[config.mk]
export PLATFORM = sky130hd
export DESIGN_NAME = data_mem_sync
export DESIGN_NICKNAME = d
export VERILOG_FILES = /design/src/rtl/data_mem_sync.sv
export SDC_FILE = /design/constraint.sdc
export NUM_CORES = 2
export LEC_CHECK = 0
export ABC_AREA = 1
export ABC_CLOCK_PERIOD_IN_PS = 9600
export BUFFER_PORTS_ARGS = -buffer_cell sky130_fd_sc_hd__buf_2
export CAP_MARGIN = 10
export CORE_MARGIN = 2
export CORE_UTILIZATION = 63
export DETAILED_ROUTE_END_ITERATION = 7
export GPL_TIMING_DRIVEN = 0
export PLACE_DENSITY_LB_ADDON = 0.12
export REMOVE_ABC_BUFFERS = 1
export SLEW_MARGIN = 40
export SYNTH_ARGS = -nofsm -noshare
export SYNTH_HDL_FRONTEND = slang
export SYNTH_SLANG_ARGS = --single-unit
export TNS_END_PERCENT = 5
[constraint.sdc]
create_clock -name Clk -period 9.6 [get_ports Clk]
set_input_delay 0.48 -clock Clk [delete_from_list [all_inputs] [get_ports Clk]]
set_output_delay 0.48 -clock Clk [all_outputs]
set_load 0.02 [all_outputs]
[src/rtl/data_mem_sync.sv]
// rtl/data_mem_sync.sv - sync-read data memory with write-first forwarding, result mux and reset clear sweep (optional parity: DATAMEM_PARITY_EN)
module data_mem_sync #(
    parameter int            DW       = 8,
    parameter int            AW       = 8,
    parameter int            DEPTH    = 2**AW,
    parameter logic [DW-1:0] INIT_VAL = '0
) (
    input  logic          Clk,
    input  logic          Reset,
    input  logic          WriteEn,
    input  logic          ReadEn,
    input  logic          MemToReg,
    input  logic [DW-1:0] ALUdata,
    input  logic [AW-1:0] DataAddress,
    input  logic [DW-1:0] DataIn,
    output logic [DW-1:0] DataOut,
    output logic          ReadValid,
    output logic          Busy,
`ifdef DATAMEM_PARITY_EN
    output logic          ParityErr,
`endif
    output logic          AddrErr
);

    localparam logic [0:0] ST_CLEAR = 1'b0;
    localparam logic [0:0] ST_READY = 1'b1;

`ifdef DATAMEM_PARITY_EN
    localparam int MW = DW + 1;
`else
    localparam int MW = DW;
`endif

    // One extra bit so DEPTH == 2**AW is representable in the range compare
    localparam logic [AW:0]   DEPTH_W  = (AW+1)'(DEPTH);
    localparam logic [AW-1:0] LAST_PTR = AW'(DEPTH - 1);

    logic [MW-1:0] Core [DEPTH];

    logic [0:0]    state;
    logic [AW-1:0] ptr;

    logic          ready;
    logic          addr_ok;
    logic          mem_wr;
    logic          rd_mem;
    logic          fwd;
    logic [MW-1:0] rd_word;
    logic [MW-1:0] init_word;
    logic [MW-1:0] wr_word;

    assign ready   = (state == ST_READY);
    assign addr_ok = ({1'b0, DataAddress} < DEPTH_W);
    assign mem_wr  = ready & WriteEn & addr_ok;
    assign rd_mem  = ready & ReadEn & MemToReg;
    // Only one address port, so a simultaneous write always targets the read word
    assign fwd     = rd_mem & WriteEn & addr_ok;
    assign rd_word = addr_ok ? Core[DataAddress] : '0;
    assign Busy    = (state == ST_CLEAR);

`ifdef DATAMEM_PARITY_EN
    // Even parity: stored bit makes the total number of ones even
    assign init_word = {^INIT_VAL, INIT_VAL};
    assign wr_word   = {^DataIn, DataIn};
`else
    assign init_word = INIT_VAL;
    assign wr_word   = DataIn;
`endif

    // Clear sweep sequencer: one word per cycle after reset release, then READY
    always_ff @(posedge Clk) begin
        if (Reset) begin
            state <= ST_CLEAR;
            ptr   <= '0;
        end else if (state == ST_CLEAR) begin
            if (ptr == LAST_PTR) begin
                state <= ST_READY;
                ptr   <= '0;
            end else begin
                ptr <= ptr + 1'b1;
            end
        end
    end

    // Memory write port: sweep owns it during CLEAR, untouched while Reset is held
    always_ff @(posedge Clk) begin
        if (!Reset) begin
            if (!ready) begin
                Core[ptr] <= init_word;
            end else if (mem_wr) begin
                Core[DataAddress] <= wr_word;
            end
        end
    end

    // Registered result mux: memory word (write-first) or ALU pass-through
    always_ff @(posedge Clk) begin
        if (Reset) begin
            DataOut   <= '0;
            ReadValid <= 1'b0;
        end else if (ready) begin
            ReadValid <= ReadEn;
            if (ReadEn) begin
                if (!MemToReg) begin
                    DataOut <= ALUdata;
                end else if (!addr_ok) begin
                    DataOut <= '0;
                end else if (fwd) begin
                    DataOut <= DataIn;
                end else begin
                    DataOut <= rd_word[DW-1:0];
                end
            end
        end else begin
            ReadValid <= 1'b0;
        end
    end

    // Sticky out-of-range flag; ALU pass-through requests do not check the address
    always_ff @(posedge Clk) begin
        if (Reset) begin
            AddrErr <= 1'b0;
        end else if (ready && !addr_ok && (WriteEn || (ReadEn && MemToReg))) begin
            AddrErr <= 1'b1;
        end
    end

`ifdef DATAMEM_PARITY_EN
    // Parity flag registered with DataOut; forwarded data is freshly encoded so never flags
    always_ff @(posedge Clk) begin
        if (Reset) begin
            ParityErr <= 1'b0;
        end else if (ready && ReadEn) begin
            ParityErr <= rd_mem & addr_ok & ~WriteEn & (^rd_word);
        end
    end
`endif

endmodule

== Word level (Yosys, flattened, before mapping) ==
Memories as Yosys holds them, arrays and structs flattened.
Index checks and enable logic that the tools add are counted.

* Memory bits (writable): 2048
* Memories: 1
* Input port bits: 29
* Output and inout bits: 11
* Register bits after elaboration: 18
* Logic and storage cells: 30

* Reductions and logical operators: 3
* Bitwise operators: 5
* Equality and inequality tests: 1
* Multiplexer cells: 15
* Add/sub/neg operators: 1

{| class="wikitable"
|+ Memory list
! memory !! depth !! bits a word !! read ports !! clocked after memory_dff !! write ports !! RTL line !! source
|-
| Core || 256 || 8 || 1 || 0 || 1 || 38 || <nowiki>logic [MW-1:0] Core [DEPTH];</nowiki>
|}

{| class="wikitable"
|+ Operators by type and width
! kind !! count
|-
| $mux 8 || 5
|-
| $mux 1 || 10
|-
| $add 8x1->8 const B || 1
|-
| $eq 8x8->1 const B || 1
|-
| $reduce_or 8->1 || 1
|-
| $and 1x1->1 || 4
|-
| $reduce_and 2->1 || 1
|-
| $reduce_or 2->1 || 1
|-
| $not 1->1 || 1
|}

== Logic depth before layout (Yosys ltp) ==
* Word-level depth: 7
* Mapped depth: 17
* Mapped depth without buffers: 13

== Worst setup path after synthesis ==
No wires, ideal clock.

* Kind: in2reg
* Start: in Reset
* End: mem Core[0][0] in the netlist's numbering, data pin
* Arrival time: 6738 ps
* Cell stages on the path: 4
* Buffers on the path: 1
* Path slack: 1474 ps
* Setup time: 1388 ps
* Data required time: 8212 ps
* Cell sequence: inv_2 -> nand3_4 -> buf_2 -> nor2_1

* Longest elaborated chain between the ends: 4

{| class="wikitable"
|+ Ends and longest elaborated chain
! what !! RTL line !! source
|-
| start, declared || 9 || <nowiki>input logic Reset,</nowiki>
|-
| $mux 1 || 87 || <nowiki>if (!Reset) begin</nowiki>
|-
| $mux 1 (not written as such) || 91 || <nowiki>Core[DataAddress] <= wr_word;</nowiki>
|-
| $reduce_or 8->1 (no source line) || - ||
|-
| $mux 8 (no source line) || - ||
|-
| end, declared || 38 ||
|}

No other way between the ends.

== Worst setup path after layout ==
* Start: in Reset
* End: mem Core[230][5] in the netlist's numbering (enable)

* Longest elaborated chain between the ends: 4
* Elaborated cells between the ends (all ways): 7
* Those cells by class: mux: 6; reduce/logical: 1

{| class="wikitable"
|+ Ends and longest elaborated chain
! what !! RTL line
|-
| $mux 1 || 87
|-
| $mux 1 (not written as such) || 91
|-
| $reduce_or 8->1 (no source line) || -
|-
| $mux 8 (no source line) or $mux 1 (tied branches) || -
|}

Parallel ways exist; a longest one is shown, timed or not.

==> impl_metrics.csv <==
group,metric,value,unit
layout,fin_cells,8974,
detailed_routing,vias_per_cell,6.184,
setup_path,reg2reg_slack,5.57,ns
layout,nets,7080,
placed_design,gp_routability_congestion,0.8496,
sta,slew_viol_final,0,
setup_path,r2r_start,"ready",
hold_path,holdCritPathClass,"in -> reg",
sta,skew,0.02617,ns
sta,finalSetupTns,0,ns
setup_path,endpoint_kind,"flip-flop",
global_route,grt_pass1_wl,326.2,mm
detailed_routing,dr_total_vias,55496,
synth,yosysUniqueCellTypes,30,
synth,syn_avg_cell_area,11.79,sq um
hold_path,hold_path.startpoint,"ALUdata[3]",
sta,tightest_slew,0.8918,ns
job,max-cap-violations,0,
global_route,overflow,0,
sta,fin_crit,4.074,ns
power_and_ir_drop,vdd_drop_max,0.1870,mV
sta,setup_viol,0,
synth,synth_area_leaders,"edfxtp_1 73%, nand3_1 12%, nand2_1 9.5%",
power_and_ir_drop,p_sw,0.003883,W
synth,yosysSeqAreaShare,73.45,%
setup_path,worstPathRequired,10.05,ns
cts,cts_tree,"done",
sta,grt_setup_unrepaired,"false",
global_route,grt_max_degree,151,
placed_design,io_buffers,38,
power_and_ir_drop,total_leakage_power,34.85,nW
detailed_routing,dr.pass1.iters,6,
die,die_w,369.6,microns
setup_path,critical_path.top_delay_family,"simple AND/OR/NAND/NOR gates",
cts,htree_levels,4,
placed_design,hpwl,131.0,mm
power_and_ir_drop,p_seq_share,54.1,%
synth,netlist_area,0.08422,sq mm
cts,ctsResizeCount,0,
detailed_routing,wl_per_cell,24.29,microns
global_route,grt_antenna_before_repair,3,
detailed_routing,drc,0,
synth,synthFlopType,"edfxtp_1",
synth,synth-seq-cells,2066,
setup_path,rr_endpoint,"Core[230][5]",
hold_path,min_to,"DataOut[3]",
die,die_area,0.1366,sq mm
layout,drive_gt1_share,7.259,%
cts,numCtsBuffers,197,
setup_path,slowest_delay,0.77,ns
global_route,grt_use_met2,49.22,%
global_route,use_met3,5.606,%
die,start_util,63.27,%
layout,final_util,70.64,%
global_route,grt_pass1_vias,52297,
setup_path,crit_fanout,25,
hold_path,min_path_cells,3,
synth,synth-edff-count,2048,
die,io_pins,40,
synth,netlist.area_leader.share,73.02,%
sta,fin_crit_sh,42.43,%
global_route,grt-busiest-layer,"met2",
setup_path,cp_cell_sequence,"dlygate4sd3_1, buf_2, inv_2, nand3_4, o21ai_0, inv_1, nor2_1, inv_1, nor2_1, nand2_4, nor2_1",
synth,synth.most_common_cell,"nand2_1",
synth,synth_top_cell_by_area,"edfxtp_1",
synth,syn_inst,7144,
setup_path,setup.worst_path.start_class,"input pin",
power_and_ir_drop,p_sw_share,21.48,%
sta,clock.fmax,0.2455,GHz
setup_path,crit_buf_inv,5,
cts,cts.sinks,2066,
cts,root_buffer,"clkbuf_16",
placed_design,post-place-ws,5.228,ns
cts,worst_skew_pair.late_latency,0.84,ns
sta,hold_viol,0,
power_and_ir_drop,power,0.01807,W
layout,area_growth,11.66,%
setup_path,cp_slowest_cell,"nor2_1",
outcome,status,"finished clean",
sta,finalWorstSetupSlack,5.526,ns
detailed_routing,postRouteAntennaNets,0,
synth,synth_common_cells,"2135 x nand2_1, 2048 x edfxtp_1, 2030 x nand3_1",
detailed_routing,routed_wl,218.0,mm
sta,slew_headroom,40.33,%
placed_design,dp.cells,8612,
power_and_ir_drop,p_int,0.01419,W
die,fp.dieH,369.6,microns
setup_path,critPathKind,"in -> reg",
global_route,gr-usage-met1,46.24,%
cts,cts_buffer_depth,3,
die,core-area,0.1331,sq mm
die,rows,134,
cts,post_cts_buffers,0,
power_and_ir_drop,combPwrFrac,4.7,%
cts,clkTransAtPathRegs,0.06,ns
synth,async_flop_share,0,%
detailed_routing,drtIter0Drc,7886,
global_route,grt_usage,31.94,%
synth,ys_warn_count,0,
power_and_ir_drop,pwr-share-clk,41.2,%
setup_path,reg2reg_depth,8,
setup_path,path_common_cell,"nor2_1",
power_and_ir_drop,p_per_area,192.2,mW/mm^2
setup_path,cp.arrival,4.53,ns
what timing repair did:
| item | CTS | global route |
|---|---|---|
| setup endpoints to repair | 0 | 0 |
| hold endpoints to repair | 11 | 0 |
| hold buffers | 7 | 0 |
cells in the final DEF, fill, tap and decap left out, drive strengths merged, types with 2 or more instances in the layout:
cell type and count:
dlygate4sd3 7, a21oi 26, clkbuf 270, nor2 303, nand3 2032, nor3 3
xor2 3, inv 66, bufinv 10, clkinv 66, clkinvlp 2, buf 188
nand2 2135, o21ai 21, edfxtp 2048, dfxtp 18
cell families (layout without fill, tap and decap cells):
family / count (synthesis) / after routing / synth area share [%]
buffers and inverters: 548 / 609 / 3.179
other: 1 / 2 / 0.004453
AOI/OAI and AO/OA: 50 / 50 / 0.3120
xor gates and xnor gates: 3 / 3 / 0.03120
DFF: 2066 / 2066 / 73.45
adders and majority gates: 1 / 1 / 0.01485
and+or+nand+nor: 4475 / 4475 / 23.01
routing by layer:
metal | wire [microns] | vias to the layer above
met2 | 101600 | 3043
met4 | 8499 | 6
met1 | 84990 | 26832
li1 | - | 25156
met3 | 22790 | 459
met5 | 32 | -
sequential cells by signal, summed over array words and instances (netlist names):
register   flops
ready          1
DataOut        8
ptr            8
Core        2048
ReadValid      1
worst register-to-register path, delay by kind of cell, from the launching register on:
kind	cells	cell delay, ns
AOI/OAI and AO/OA	1	0.61
and+or+nand+nor	5	2.17
buffers and inverters	2	0.21
DFF	1	0.65
through the flow:
step           area [sq um]  hold slack, ns
2_1_floorplan         81770          0.4721
3_3_place_gp          84170          0.4967
3_5_place_dp          87830          0.5010
4_1_cts               94000        0.001491
5_1_grt               94040         0.02042
6_report              94040         0.05273
cell type report:
type,count,area [sq um]
clock inverter,84,690.7
sequential,2066,61860
tap,1768,2212
inverter,60,269.0
clock buffer,270,5411
fill,8956,39080
multi-input combinational,4530,19950
timing repair buffer,195,3645
antenna,1,2.502
power groups by stage:
stage	combinational [W]	clock, W	sequential [W]
2_1_floorplan	0.000418	0	0.00996
3_3_place_gp	0.000849	0	0.00996
3_5_place_dp	0.000831	0	0.00996
4_1_cts	0.000838	0.00747	0.00977
5_1_grt	0.000909	0.00782	0.00976
6_report	0.000856	0.00745	0.00977
how the worst max path moves through the flow:
stage | start | to | slack, ns | cells past startpoint
after CTS | Reset | Core[172][1] | 5.53 | 8
after global routing | Reset | Core[86][3] | 5.42 | 11
after detailed placement | Reset | Core[172][4] | 5.23 | 7
after floorplan | Reset | Core[0][0] | 1.41 | 3
final | Reset | Core[230][5] | 5.53 | 11
after global placement | DataAddress[0] | DataOut[6] | -49.66 | 14
Note: power is estimated with default switching activity, not from simulation.
